--- src/rtl/moo_pkg.sv ---
// Shared types and encodings for the ARIA mode-of-operation sequencer.
package moo_pkg;

  typedef enum logic [1:0] {
    MODE_ECB = 2'b00,
    MODE_CBC = 2'b01,
    MODE_CTR = 2'b10,
    MODE_RSV = 2'b11
  } mode_e;

  typedef enum logic [2:0] {
    ST_IDLE,
    ST_KEXP,
    ST_LOAD,
    ST_WAIT_DI,
    ST_CIPH,
    ST_WAIT_CORE,
    ST_DO,
    ST_END
  } state_e;

  // ARIA core opcodes; key expansion carries the key size in the low bits.
  localparam logic [2:0] OP_KEXP = 3'b000;
  localparam logic [2:0] OP_ENC  = 3'b100;
  localparam logic [2:0] OP_DEC  = 3'b110;

  // Core input selection.
  localparam logic [1:0] BLK_DATA       = 2'b00;
  localparam logic [1:0] BLK_DATA_CHAIN = 2'b01;
  localparam logic [1:0] BLK_CTR        = 2'b10;

  // Output XOR selection.
  localparam logic [1:0] OX_NONE  = 2'b00;
  localparam logic [1:0] OX_CHAIN = 2'b01;
  localparam logic [1:0] OX_DATA  = 2'b10;

  // Chain register write source.
  localparam logic CS_CORE = 1'b0;
  localparam logic CS_DATA = 1'b1;

  // Error codes.
  localparam logic [1:0] ERR_NONE  = 2'b00;
  localparam logic [1:0] ERR_KEY   = 2'b01;
  localparam logic [1:0] ERR_WRAP  = 2'b10;
  localparam logic [1:0] ERR_ABORT = 2'b11;

  // ECB has no chaining context, so it skips the IV load cycle.
  function automatic state_e first_state(input mode_e m);
    return (m == MODE_ECB) ? ST_WAIT_DI : ST_LOAD;
  endfunction

endpackage

--- src/rtl/moo_len_cnt.sv ---
// Remaining-block down-counter with last-block flag and CTR wrap check.
module moo_len_cnt #(
  parameter int LEN_W = 16,
  parameter int CTR_W = 32
) (
  input  logic             clk,
  input  logic             rst_n,
  input  logic             clr,
  input  logic             load,
  input  logic             step,
  input  logic [LEN_W-1:0] len_in,
  input  logic [CTR_W-1:0] ctr_lo,
  output logic [LEN_W-1:0] rem,
  output logic             last,
  output logic             ctr_wrap
);

  // One extra bit over the wider operand so the sum cannot overflow.
  localparam int SUM_W = ((CTR_W > LEN_W) ? CTR_W : LEN_W) + 1;

  logic [SUM_W-1:0] sum;
  logic [SUM_W-1:0] limit;

  assign sum      = SUM_W'(ctr_lo) + SUM_W'(len_in);
  assign limit    = SUM_W'(1) << CTR_W;
  // Reaching exactly 2^CTR_W is fine: the last block uses counter 2^CTR_W-1.
  assign ctr_wrap = (sum > limit);
  assign last     = (rem == LEN_W'(1));

  // Remaining-block register: loaded on accept, decremented per delivered block.
  // NOTE: sequential state uses non-blocking assignments so every register
  // samples pre-edge values regardless of block evaluation order.
  always_ff @(posedge clk or negedge rst_n) begin
    if (!rst_n) begin
      rem <= '0;
    end else if (clr) begin
      rem <= '0;
    end else if (load) begin
      rem <= len_in;
    end else if (step) begin
      rem <= rem - LEN_W'(1);
    end
  end

endmodule

--- src/rtl/moo_seq.sv ---
// Multi-channel ARIA mode-of-operation sequencer: drives core and datapath strobes.
module moo_seq
  import moo_pkg::*;
#(
  parameter int N_CH  = 4,
  parameter int LEN_W = 16,
  parameter int CTR_W = 32,
  localparam int CW   = $clog2(N_CH)
) (
  input  logic             clk,
  input  logic             rst_n,
  input  logic             clr_core,
  input  logic             cmd_vld,
  output logic             cmd_rdy,
  input  logic [1:0]       cmd_mode,
  input  logic             cmd_dec,
  input  logic [CW-1:0]    cmd_ch,
  input  logic [1:0]       cmd_key_size,
  input  logic [LEN_W-1:0] cmd_len,
  input  logic [CTR_W-1:0] cmd_ctr_lo,
  input  logic             abort,
  output logic [2:0]       aria_op,
  output logic             aria_en,
  input  logic             r_ready,
  input  logic             k_ready,
  output logic [CW-1:0]    ch_sel,
  output logic             iv_ld,
  output logic             iv_upd,
  output logic [1:0]       blk_src,
  output logic [1:0]       out_xor,
  output logic             chain_we,
  output logic             chain_src,
  output logic             ctr_inc,
  output logic             di_ld,
  input  logic             moo_di_vld,
  output logic             moo_di_rdy,
  output logic             moo_do_vld,
  input  logic             moo_do_rdy,
  output logic             moo_do_lst,
  output logic             moo_done,
  output logic             moo_err,
  output logic [1:0]       err_code,
  output logic             moo_busy
);

  state_e           state_q, state_d;
  mode_e            mode_q;
  mode_e            cmd_mode_e;
  logic             dec_q;
  logic             len_nz_q;
  logic             accept, reject, abort_hit;
  logic [1:0]       rej_code;
  logic             cnt_step;
  logic [LEN_W-1:0] rem;
  logic             last, ctr_wrap;

  assign cmd_mode_e = mode_e'(cmd_mode);
  assign moo_busy   = (state_q != ST_IDLE);

  moo_len_cnt #(
    .LEN_W (LEN_W),
    .CTR_W (CTR_W)
  ) u_cnt (
    .clk      (clk),
    .rst_n    (rst_n),
    .clr      (clr_core | abort_hit),
    .load     (accept),
    .step     (cnt_step),
    .len_in   (cmd_len),
    .ctr_lo   (cmd_ctr_lo),
    .rem      (rem),
    .last     (last),
    .ctr_wrap (ctr_wrap)
  );

  // Next-state and all Mealy strobes; clr_core beats abort beats everything else.
  // NOTE: every signal gets a default first so no path leaves one unassigned,
  // which would otherwise infer a latch.
  always_comb begin
    state_d    = state_q;
    cmd_rdy    = 1'b0;
    aria_op    = OP_KEXP;
    aria_en    = 1'b0;
    iv_ld      = 1'b0;
    iv_upd     = 1'b0;
    blk_src    = BLK_DATA;
    out_xor    = OX_NONE;
    chain_we   = 1'b0;
    chain_src  = CS_CORE;
    ctr_inc    = 1'b0;
    di_ld      = 1'b0;
    moo_di_rdy = 1'b0;
    moo_do_vld = 1'b0;
    moo_do_lst = 1'b0;
    moo_done   = 1'b0;
    moo_err    = 1'b0;
    accept     = 1'b0;
    reject     = 1'b0;
    rej_code   = ERR_NONE;
    abort_hit  = 1'b0;
    cnt_step   = 1'b0;

    if (clr_core) begin
      state_d = ST_IDLE;
    end else if (abort && (state_q != ST_IDLE)) begin
      state_d   = ST_IDLE;
      abort_hit = 1'b1;
      moo_err   = 1'b1;
    end else begin
      case (state_q)
        ST_IDLE: begin
          cmd_rdy = 1'b1;
          if (cmd_vld) begin
            if ((cmd_mode_e == MODE_RSV) || ((cmd_key_size == 2'd0) && !k_ready)) begin
              reject   = 1'b1;
              rej_code = ERR_KEY;
            end else if ((cmd_mode_e == MODE_CTR) && ctr_wrap) begin
              reject   = 1'b1;
              rej_code = ERR_WRAP;
            end else begin
              accept = 1'b1;
              if (cmd_len == '0) begin
                state_d = ST_END;
              end else if (cmd_key_size != 2'd0) begin
                aria_en = 1'b1;
                aria_op = OP_KEXP | {1'b0, cmd_key_size};
                state_d = ST_KEXP;
              end else begin
                state_d = first_state(cmd_mode_e);
              end
            end
            moo_err = reject;
          end
        end
        ST_KEXP: begin
          if (r_ready) state_d = first_state(mode_q);
        end
        ST_LOAD: begin
          iv_ld   = 1'b1;
          state_d = ST_WAIT_DI;
        end
        ST_WAIT_DI: begin
          moo_di_rdy = r_ready;
          if (moo_di_vld && r_ready) begin
            di_ld   = 1'b1;
            state_d = ST_CIPH;
          end
        end
        ST_CIPH: begin
          aria_en = 1'b1;
          case (mode_q)
            MODE_ECB: begin
              aria_op = dec_q ? OP_DEC : OP_ENC;
              blk_src = BLK_DATA;
            end
            MODE_CBC: begin
              aria_op = dec_q ? OP_DEC : OP_ENC;
              blk_src = dec_q ? BLK_DATA : BLK_DATA_CHAIN;
            end
            default: begin
              aria_op = OP_ENC;
              blk_src = BLK_CTR;
            end
          endcase
          state_d = ST_WAIT_CORE;
        end
        ST_WAIT_CORE: begin
          if (r_ready) state_d = ST_DO;
        end
        ST_DO: begin
          moo_do_vld = 1'b1;
          moo_do_lst = last;
          case (mode_q)
            MODE_CBC: out_xor = dec_q ? OX_CHAIN : OX_NONE;
            MODE_CTR: out_xor = OX_DATA;
            default:  out_xor = OX_NONE;
          endcase
          if (moo_do_rdy) begin
            cnt_step = 1'b1;
            if (mode_q == MODE_CBC) begin
              chain_we  = 1'b1;
              chain_src = dec_q ? CS_DATA : CS_CORE;
            end
            if (mode_q == MODE_CTR) ctr_inc = 1'b1;
            state_d = last ? ST_END : ST_WAIT_DI;
          end
        end
        ST_END: begin
          iv_upd   = (mode_q != MODE_ECB) && len_nz_q;
          moo_done = 1'b1;
          state_d  = ST_IDLE;
        end
        default: state_d = ST_IDLE;
      endcase
    end
  end

  // State register.
  always_ff @(posedge clk or negedge rst_n) begin
    if (!rst_n) state_q <= ST_IDLE;
    else        state_q <= state_d;
  end

  // Command context and sticky error code.
  always_ff @(posedge clk or negedge rst_n) begin
    if (!rst_n) begin
      mode_q   <= MODE_ECB;
      dec_q    <= 1'b0;
      len_nz_q <= 1'b0;
      ch_sel   <= '0;
      err_code <= ERR_NONE;
    end else begin
      if (cmd_vld && cmd_rdy) begin
        mode_q   <= cmd_mode_e;
        dec_q    <= cmd_dec;
        ch_sel   <= cmd_ch;
        len_nz_q <= (cmd_len != '0);
      end
      if (accept)         err_code <= ERR_NONE;
      else if (reject)    err_code <= rej_code;
      else if (abort_hit) err_code <= ERR_ABORT;
    end
  end

endmodule

--- config.mk ---
export PLATFORM = sky130hd
export DESIGN_NAME = moo_seq
export DESIGN_NICKNAME = d
export VERILOG_FILES = /design/src/rtl/moo_pkg.sv /design/src/rtl/moo_len_cnt.sv /design/src/rtl/moo_seq.sv
export SDC_FILE = /design/constraint.sdc
export NUM_CORES = 1
export LEC_CHECK = 0
export CORE_AREA = 5 5 116 118
export CTS_CLUSTER_DIAMETER = 50
export DETAILED_ROUTE_END_ITERATION = 10
export DIE_AREA = 0 0 121 123
export PLACE_DENSITY_LB_ADDON = 0.12
export SYNTH_ARGS = -nofsm -noshare
export SYNTH_HDL_FRONTEND = slang
export SYNTH_HIERARCHICAL = 1
export SYNTH_SLANG_ARGS = --single-unit
--- constraint.sdc ---
create_clock -name clk -period 4.71 [get_ports clk]
set_clock_uncertainty 0.15 [all_clocks]
set_input_delay 0.7065 -clock clk [delete_from_list [all_inputs] [get_ports clk]]
set_output_delay 0.7065 -clock clk [all_outputs]
set_load 0.05 [all_outputs]
==> out/metrics.csv, run 1 <==
metric,value,unit
status,"complete, but fails checks",
violations,setup timing,
cts_tree,done,
die_x,121,µm
drv_cap,0,
instances_no_fill,823,
startpoint_type,input port,
relSlewSlack,55.4,%
finalCritPeriodShare,103,%
synth_compound_area_share,26.8,%
rsz0062_at_grt,true,
p_total,1640,µW
grt_use_total,17.8,%
synth_area_per_cell,7.75,µm²
grt_overflow,0,
dieArea,14900,µm²
setup_slack,-160,ps
grt_max_degree,28,
die_height,123,µm
switching_power,756,µW
drt_iter0_markers,247,
ant_nets,0,
drt_wl_total,13.6,mm
ys_seq_area_share,18.9,%
drive_gt1_share,38.9,%
diodes,0,
final_util,49.6,%
area_growth_syn_to_layout,71.3,%
swShare,46.1,%
remaining_drc_errors,0,
synth_nets,545,
power_frac_seq,23.0,%
ys.flop_type,dfrtp_1,
clkPwrFrac,11.9,%
critPathKind,input port to output port,
critPathMaxFanout,7,
nets,735,
fill_cells,1225,
htreeDepth,1,
cp-end-kind,output port,
p_per_area,267,nW/µm²
yosysUniqueCellTypes,83,
yosys.area_share.simple,31.7,%
yosysWarnings,6,
grt_pass1_vias,4378,
fmax,205,MHz
drt_first_pass_iters,4,
numCtsBuffers,3,
clkTransAtPathRegs,70,ps
period_needed,4870,ps
portBuffers,88,
wl_per_cell,16.5,µm
clk_latency,260,ps
io_pins,89,
synth_xor_area_share,5.13,%
arrival,4010,ps
ctsRootBufferMaster,clkbuf_16,
synth_top_family_by_area,simple AND/OR/NAND/NOR gates,
finish.instance_area,6140,µm²
finalHoldViolations,0,
antenna_found_initial,0,
p_comb_share,65.1,%
async_flop_share,100,%
place_congestion,0.909,
vias,4292,
core_area,12400,µm²
ir_worst_vdd,0.0961,mV
final_max_slew_viol_count,0,
synthAdderAreaFrac,6.85,%
start_util,29.0,%
cts_hold_buf,0,
grt_pass1_wl,21.9,mm
required,3850,ps
hpwlAfterDp,10.8,mm
p_leak,0.00257,µW
synth-edff-count,0,
syn_inst,462,
netlist_area,3580,µm²
place_area,5430,µm²
viasPerCell,5.22,
clockBufferDepth,2,
clock-sinks,27,
p_int,885,µW
setup_viol,4,
num_rows,41,
synth-seq-cells,27,
hp-class,register to register,
tightest_slew,667,ps
place_inst,811,
synth_mux_area_share,4.30,%
-- path summary, 6_finish.rpt --
path / start / to / slack, ps / cells after the start
setup / recovery: cmd_ctr_lo[8] / aria_en / -160 / 16
hold / removal: len_nz_q$_DFFE_PN0P_ / len_nz_q$_DFFE_PN0P_ / 360 / 1
setup reg to reg: state_q[1]$_DFFE_PN0P_ / u_cnt/rem[12]$_DFFE_PN0P_ / 1790 / 11
hold reg to reg: len_nz_q$_DFFE_PN0P_ / len_nz_q$_DFFE_PN0P_ / 360 / 1
max in group asynchronous: rst_n / mode_q[0]$_DFFE_PN0P_ / 3470 / 2
min in group asynchronous: rst_n / u_cnt/rem[7]$_DFFE_PN0P_ / 670 / 2
-- power by group through the flow --
stage / registers, µW / clock network [µW] / logic [µW]
after floorplan: 396 / 0 / 560
after global placement: 379 / 0 / 955
after detailed placement: 382 / 0 / 956
after CTS: 378 / 197 / 1030
after global routing: 389 / 211 / 1150
final: 378 / 195 / 1070
-- cell families (layout without fill, tap and decap cells) --
group           Yosys count  count (layout)
compound gates          134             134
xor+xnor                 21              21
fa+ha+maj                19              19
buf+inv                  41             230
flops                    27              27
mux                      14              14
simple gates            206             206
-- layout by cell type, fill, tap and decap left out, types with 7 or more instances in the layout --
cell and n:
dfrtp_1 27, clkdlybuf4s50_1 44, o21ai_0 16, buf_4 117, dlygate4sd2_1 11, a21oi_1 29, nand4_1 10, inv_1 15
and3_1 7, nor2_1 54, xor2_1 7, nor4_1 11, ha_4 16, nor2b_1 7, buf_6 7, nand3_1 13
xnor2_1 13, nand2_1 33, nor3_1 7, buf_2 11
-- area by class of cell --
cell class	instances	area, µm²	area share (%)
multi-input combinational	394	3300	53.8
inverter	16	60.1	0.979
sequential	27	676	11.0
tap	172	215	3.51
clock buffer	4	78.8	1.28
timing repair buffer	210	1810	29.5
-- per-layer routing --
metal  vias up  track usage (%)  part of all wire [%]
met5         -                0                     0
met4         0             3.90                   1.4
met3        12             1.74                   4.0
met2       105             30.8                    49
met1      2053             24.1                    46
li1       2122                -                     -
-- registers in the layout (all words and copies together), names as in the netlist --
signal / cells
ch_sel: 2
dec_q: 1
err_code: 2
len_nz_q: 1
mode_q: 2
state_q: 3
u_cnt/rem: 16
-- synthesized netlist by cell type (4+ instances only) --
cell type,instances,area [µm²]
xor2_1,8,70.1
dfrtp_1,27,676
inv_1,15,56.3
and4_1,4,35.0
mux2i_1,6,60.1
xnor2_1,13,114
nor2b_1,7,43.8
mux2_2,7,78.8
clkbuf_1,8,30.0
nor4_1,13,81.3
o2111ai_1,5,43.8
o21ai_0,25,125
ha_1,18,225
or3_1,6,37.5
nor2_1,58,218
buf_4,4,30.0
nand4_1,10,62.6
and3_1,10,62.6
a211oi_1,5,37.5
o31ai_1,4,30.0
buf_6,7,78.8
buf_2,6,30.0
a21oi_1,37,185
nand2_1,36,135
a21o_1,4,30.0
and2_1,4,25.0
nor3_1,9,45.0
nand3_1,15,75.1
-- stage by stage --
| stage | setup WS (ps) | hold WS (ps) | setup TNS (ps) |
|---|---|---|---|
| 6_report | -160 | 362 | -432 |
| 3_5_place_dp | -979 | 344 | -16240 |
| 3_3_place_gp | -855 | 337 | -12960 |
| 5_1_grt | -339 | 385 | -1170 |
| 2_1_floorplan | -134 | 261 | -238 |
| 4_1_cts | -79.6 | 362 | -208 |
-- timing repair --
item / in CTS / in global routing
pin swaps: 51 / 19
gates resized for setup: 163 / 41
buffers inserted: 5 / 4
endpoints found under the setup margin: 23 / 5
-- worst max-delay path: stages --
cell           delay, ps
dlygate4sd2_1        260
ha_4                 290
buf_6                120
and3_4               200
nand2_2               80
nor4b_4              390
nor3_2               150
a311oi_2             260
o2111ai_2            180
nor4_4               310
a41oi_2              200
o21ai_2              190
and3_4               210
nand3_4              120
o21ai_4              200
buf_12               150
Note: power is estimated with default switching activity, not from simulation.
==> run 2, diff against run 1 <==
Settings changed: ABC_AREA from default to 1, CORE_AREA 5 5 116 118 to 5 5 121 123, DIE_AREA 0 0 121 123 to 0 0 126 128.
==> out/metrics.csv, run 2 <==
metric,value,unit,change
status,"complete, no violations",,
cp-end-kind,output port,,
synth_area_per_cell,5.51,µm²,-29%
nets,940,,+28%
dieArea,16100,µm²,+8.4%
num_rows,43,,+4.9%
finalHoldViolations,0,,unchanged
die_x,126,µm,+4.1%
cts_hold_buf,0,,unchanged
critPathMaxFanout,3,,-4
p_leak,0.00316,µW,+23%
async_flop_share,100,%,unchanged
hp-start,ch_sel[0]$_DFFE_PN0P_,,
required,3850,ps,about the same
clkTransAtPathRegs,60,ps,about the same
synth-edff-count,0,,unchanged
grt_overflow,0,,unchanged
vias,4952,,+15%
yosysWarnings,6,,unchanged
relSlewSlack,66.1,%,+11 points
grt_max_degree,28,,unchanged
period_needed,4520,ps,-349 ps
setup_viol,0,,-4
critPathLaunch,cmd_ctr_lo[0],,
cpMaxStageDelayCell,clkdlybuf4s50_1,,
critPathKind,input port to output port,,
switching_power,923,µW,+22%
wl_met2,6.42,mm,-3.2%
crit_buf_inv,3,,unchanged
netlist_area,3940,µm²,+9.9%
viasPerCell,4.78,,-8.3%
ys.flop_type,dfrtp_1,,
finish.instance_area,6030,µm²,-1.8%
drt_wl_total,14.0,mm,+2.8%
crit_top_cell,nand3_2,,
met3_length,574,µm,+5.1%
grt_pass1_wl,22.4,mm,+2.3%
die_height,128,µm,+4.1%
synth_top_area_share,23.6,%,+4.8 points
start_util,29.0,%,+0.058 points
finalCritPeriodShare,96.0,%,-7.4 points
ctsRootBufferMaster,clkbuf_16,,
synth-seq-cells,27,,unchanged
clkPwrFrac,11.1,%,-0.8 points
synth_top_area_cell,nand2_1,,
drive_gt1_share,19.4,%,-19 points
clockBufferDepth,2,,unchanged
area_growth_syn_to_layout,53.1,%,
top_layer,met4,,
arrival,3660,ps,-350 ps
power_frac_seq,20.5,%,-2.5 points
synth.cells.most_frequent,"248 x nand2_1, 112 x inv_1, 108 x nor2_1",,
ys_seq_area_share,17.2,%,-1.7 points
largest_reg_flops,16,,unchanged
core_area,13600,µm²,+9.7%
fin_setup_tns,0,ps,+432 ps
hp-class,register to register,,
drv_cap,0,,unchanged
grt_use_total,16.7,%,-1.1 points
cts_tree,done,,
tightest_slew,506,ps,-161 ps
synth_nets,798,,+46%
startpoint_type,input port,,
swShare,51.2,%,+5.1 points
drt_iter0_markers,396,,+60%
htreeDepth,1,,unchanged
syn_inst,715,,+55%
p_total,1800,µW,+9.8%
top_regs,"u_cnt/rem (16), state_q (3)",,
place_congestion,0.899,,-1.2%
diodes,0,,unchanged
wl_per_cell,13.5,µm,-18%
yosys-top-cells-area,"nand2_1 24%, dfrtp_1 17%, inv_1 11%",,
final_common_cell,nand2_1,,
final_max_slew_viol_count,0,,unchanged
wl_met1,6.66,mm,+7.2%
clk_latency,270,ps,about the same
layout_common_cells,"223 x nand2_1, 111 x inv_1, 98 x nor2_1",,
portBuffers,88,,unchanged
yosysUniqueCellTypes,40,,-52%
ant_nets,0,,unchanged
regMostFlops,u_cnt/rem,,
place_area,5440,µm²,about the same
io_pins,89,,unchanged
path_cells,clkdlybuf4s50_1 -> ha_2 -> fa_2 -> nand3_2 -> nand3_2 -> nand2_2 -> nand2_2 -> xor2_1 -> nand3b_1 -> nor2_1 -> nand2_1 -> nor2_2 -> nand3_2 -> nand2_2 -> inv_2 -> nand3_2 -> nand3_2 -> nor2_2 -> nand4_1 -> a21oi_2 -> buf_12,,
p_comb_share,68.4,%,+3.3 points
reg2reg_from,state_q[0]$_DFFE_PN0P_,,
antenna_found_initial,0,,unchanged
drt_first_pass_iters,5,,+1
synth_most_common_cell,nand2_1,,
critical-path-top-delay-family,simple AND/OR/NAND/NOR gates,,
hpwlAfterDp,11.5,mm,+7.0%
p_int,879,µW,-0.66%
grt_pass1_vias,4747,,+8.4%
ir_worst_vdd,0.148,mV,+54%
p_per_area,299,nW/µm²,+12%
numCtsBuffers,3,,unchanged
slowest_delay,410,ps,+20 ps
clock-sinks,27,,unchanged
fmax,221,MHz,+7.7%
remaining_drc_errors,0,,unchanged
run 2: cell types whose count changed in the layout (fill, tap and decap cells not counted), moves of 15 or more:
| cell | before | now |
|---|---|---|
| nand2_1 | 33 | 223 |
| nand2_2 | 4 | 23 |
| nand3_1 | 13 | 43 |
| dlymetal6s2s_1 | 6 | 21 |
| clkdlybuf4s50_1 | 44 | 63 |
| a21oi_1 | 29 | 14 |
| nor2_1 | 54 | 98 |
| inv_1 | 15 | 111 |
| buf_4 | 117 | 54 |
run 2: power groups by stage:
stage,Clock [µW],Combinational (µW),Sequential (µW)
2_1_floorplan,0,739,412
3_3_place_gp,0,1160,370
3_5_place_dp,0,1160,371
4_1_cts,206,1180,367
5_1_grt,213,1370,378
6_report,199,1230,370
run 2: path summary, 6_finish.rpt:
kind	end	slack [ps]	cells past startpoint
setup / recovery	aria_en	190	21
min in group asynchronous	u_cnt/rem[8]$_DFFE_PN0P_	670	2
hold reg to reg	ch_sel[0]$_DFFE_PN0P_	330	2
hold / removal	ch_sel[0]$_DFFE_PN0P_	330	2
setup reg to reg	u_cnt/rem[14]$_DFFE_PN0P_	2480	11
max in group asynchronous	dec_q$_DFFE_PN0P_	3450	2
run 2: per-stage QoR:
stage          utilization, %  setup WS [ps]  cells  hold slack [ps]
2_1_floorplan               -            217    715              261
3_3_place_gp             40.1           -101   1030              319
3_5_place_dp             40.1           -123   1030              320
4_1_cts                  40.9           3.16   1034              335
5_1_grt                  44.5          -14.6   1036              341
6_report                 44.5            189   1036              328
run 2: metal layers:
metal | global-route usage, % | vias to the layer above
met3 | 1.79 | 21
met2 | 27.8 | 129
met4 | 5.68 | 0
met1 | 22.6 | 2255
met5 | 0 | -
li1 | - | 2547
run 2: repair_timing:
item	CTS	global route
gates resized for setup	7	105
setup buffers	0	2
setup endpoints to repair	3	10
pin swaps	1	26
run 2: cell families (layout without fill, tap and decap cells):
kind of cell / Yosys count / count (layout) / share of synthesized area [%]
AND/OR/NAND/NOR: 477 / 477 / 53.3
buffers and inverters: 119 / 260 / 11.4
AO/OA/AOI/OAI: 62 / 62 / 9.41
flip-flops: 27 / 27 / 17.2
adder cells (fa/ha/maj): 19 / 19 / 6.23
XOR/XNOR: 11 / 11 / 2.45
run 2: layout make-up:
| type | count | area, µm² |
|---|---|---|
| multi-input cells | 569 | 3260 |
| clock buffers | 4 | 78.8 |
| well taps | 180 | 225 |
| inverters | 115 | 432 |
| flip-flops and latches | 27 | 676 |
| repair buffers | 141 | 1360 |
| fillers | 1425 | 7530 |
run 2: worst reg2reg max path, cell delays in order (launching register included):
cell	delay, ps
dfrtp_1	460
nor2_4	200
nand2_4	120
nor2_4	150
nand2_4	100
nor2_1	290
inv_1	70
buf_4	220
nor2_1	120
nor2_1	50
o21ai_0	70
o21ai_0	110
==> run 3, diff against run 2 <==
Settings changed: CORE_AREA 5 5 121 123 to 5 5 124 126, DIE_AREA 0 0 126 128 to 0 0 129 131, SYNTH_HIERARCHICAL 1 to default.
==> out/metrics.csv, run 3 <==
metric,value,unit,change
status,"complete, no violations",,
io_pins,89,,unchanged
die_height,131,µm,+2.3%
arrival,3530,ps,-130 ps
core_area,14200,µm²,+4.8%
netlist_area,4120,µm²,+4.6%
synth_most_common_cell,nand2_1,,
grt_overflow,0,,unchanged
setup_viol,0,,unchanged
grt_max_degree,28,,unchanged
clkTransAtPathRegs,70,ps,about the same
top_regs,"u_cnt.rem (16), state_q (3)",,
drive_gt1_share,6.05,%,-13 points
path_cells,clkdlybuf4s50_1 -> fa_2 -> nand2_1 -> nand3_1 -> nand3_1 -> nand2_1 -> nand2_1 -> nand3_2 -> nand2_1 -> nand2_1 -> nor2_1 -> nand3_1 -> nor2_1 -> nand2_1 -> nand2_2 -> nand4_1 -> a21oi_2 -> buf_12,,
cpMaxStageDelayCell,clkdlybuf4s50_1,,
place_congestion,0.905,,+0.75%
synth-seq-cells,27,,unchanged
relSlewSlack,45.7,%,-20 points
die_x,129,µm,+2.4%
cp-end-kind,output port,,
cts_hold_buf,0,,unchanged
remaining_drc_errors,0,,unchanged
num_rows,44,,+2.3%
numCtsBuffers,3,,unchanged
layout_common_cells,"277 x nand2_1, 145 x inv_1, 83 x nand3_1, 83 x clkdlybuf4s50_1, 77 x nor2_1",,
async_flop_share,100,%,unchanged
synth_nets,848,,+6.3%
synth_top_family_by_area,simple AND/OR/NAND/NOR gates,,
yosys.area_share.simple,54.8,%,+1.5 points
synth_mux_area_share,0,%,unchanged
yosysUniqueCellTypes,36,,-10%
setup_slack,327,ps,+138 ps
ys.flop_type,dfrtp_1,,
diodes,0,,unchanged
regMostFlops,u_cnt.rem,,
viasPerCell,4.50,,-5.9%
cts_tree,done,,
hp-class,register to register,,
synth_top_area_share,25.3,%,+1.6 points
synth_xor_area_share,2.34,%,-0.11 points
cts_resized,0,,-7
drt_wl_total,14.0,mm,+0.27%
grt_pass1_wl,23.2,mm,+3.5%
dieArea,16900,µm²,+4.8%
drv_cap,0,,unchanged
yosysWarnings,0,,-6
fin_setup_tns,0,ps,unchanged
synth-edff-count,0,,unchanged
yosys-top-cells-area,"nand2_1 25%, dfrtp_1 16%, inv_1 13%",,
area_growth_syn_to_layout,30.4,%,
start_util,29.0,%,-0.042 points
largest_reg_flops,16,,unchanged
multi_input_area,2830,µm²,-13%
clock-sinks,27,,unchanged
grt_use_total,17.0,%,+0.29 points
dp_slack,39.4,ps,+162 ps
antenna_found_initial,0,,unchanged
fmax,228,MHz,+3.2%
critPathKind,input port to output port,,
wl_per_cell,13.4,µm,-0.41%
place_inst,1039,,+0.87%
synthAdderAreaFrac,5.96,%,-0.27 points
startpoint_type,input port,,
portBuffers,88,,unchanged
slowest_delay,550,ps,+140 ps
synth_area_per_cell,5.38,µm²,-2.2%
required,3850,ps,about the same
p_leak,0.00291,µW,-7.9%
rr_worst_depth,8,,-3
ctsRootBufferMaster,clkbuf_16,,
synth.cells.most_frequent,"277 x nand2_1, 145 x inv_1, 83 x nand3_1",,
crit_top_cell,nand2_1,,
final_common_cell,nand2_1,,
clockBufferDepth,2,,unchanged
final_util,37.8,%,-6.7 points
htreeDepth,1,,unchanged
grt_pass1_vias,4644,,-2.2%
fill_cells,1608,,+13%
period_needed,4380,ps,-138 ps
synth_top_area_cell,nand2_1,,
reg2reg_slack,1700,ps,-780 ps
rsz0062_at_grt,false,,
ys_seq_area_share,16.4,%,-0.76 points
holdPathStages,2,,unchanged
p_per_area,369,nW/µm²,+23%
vias,4693,,-5.2%
final_max_slew_viol_count,0,,unchanged
instances_no_fill,1043,,+0.68%
critPathMaxFanout,5,,+2
post_cts_buffers,0,,unchanged
nets,943,,+0.32%
tightest_slew,814,ps,+307 ps
ant_nets,0,,unchanged
drt_iter0_markers,306,,-23%
finalHoldViolations,0,,unchanged
ir_worst_vdd,0.159,mV,+7.5%
hpwlAfterDp,12.1,mm,+4.5%
syn_inst,765,,+7.0%
clk_latency,270,ps,about the same
synth_compound_area_share,5.17,%,-4.2 points
seqCellArea,676,µm²,unchanged
drt_first_pass_iters,4,,-1
finalCritPeriodShare,93.1,%,-2.9 points
-- run 3: cell types whose count changed in the layout (fill, tap and decap cells not counted), sizes merged, moves of 31 or more --
cell and change:
buf -44, inv +33, nand2 +32, nand3 +31, nor2 -34
-- run 3: per-stage QoR --
step                hold WS, ps  total power, µW  instance area (µm²)
detailed placement          317             1780                 5270
floorplan                   261             1380                 4120
global placement            307             1780                 5270
global route                366             2200                 5370
CTS                         335             1990                 5350
finish                      332             1980                 5370
-- run 3: kinds of logic after synthesis --
logic type               Yosys count
adder cells (fa/ha/maj)           19
AO/OA/AOI/OAI                     38
AND/OR/NAND/NOR                  516
XOR/XNOR                          11
buffers and inverters            154
flip-flops                        27
-- run 3: cell type report --
type                    count  share of cell area (%)
inverters                 147                    10.3
well taps                 184                    4.29
repair buffers             97                    18.7
clock buffers               4                    1.47
flip-flops and latches     27                    12.6
multi-input cells         584                    52.7
-- run 3: routing by layer --
metal,wire [µm],track usage (%),vias up
li1,-,-,2569
met1,6550,22.2,2051
met2,6830,30.5,58
met3,379,1.42,15
met4,235,3.83,0
met5,0,0,-
-- run 3: worst max-delay path, delay by kind of cell --
family | cells | cell delay (ps)
simple gates | 14 | 1400
buf+inv | 2 | 710
fa+ha+maj | 1 | 500
compound gates | 1 | 210
-- run 3: worst paths after layout --
| kind | from | endpoint |
|---|---|---|
| worst max-delay path | cmd_len[1] | aria_en |
| worst min register to register | err_code[1]$_DFFE_PN0P_ | err_code[1]$_DFFE_PN0P_ |
| min in group asynchronous | rst_n | u_cnt.rem[6]$_DFFE_PN0P_ |
| worst min-delay path | err_code[1]$_DFFE_PN0P_ | err_code[1]$_DFFE_PN0P_ |
| max in group asynchronous | rst_n | mode_q[0]$_DFFE_PN0P_ |
| worst max register to register | state_q[0]$_DFFE_PN0P_ | u_cnt.rem[0]$_DFFE_PN0P_ |
-- run 3: power by group --
part,internal (µW),switching (µW),leakage [µW]
logic,503,864,0.00252
clock network,116,87.9,0.0000382
registers,324,83.7,0.000354
total,943,1040,0.00291
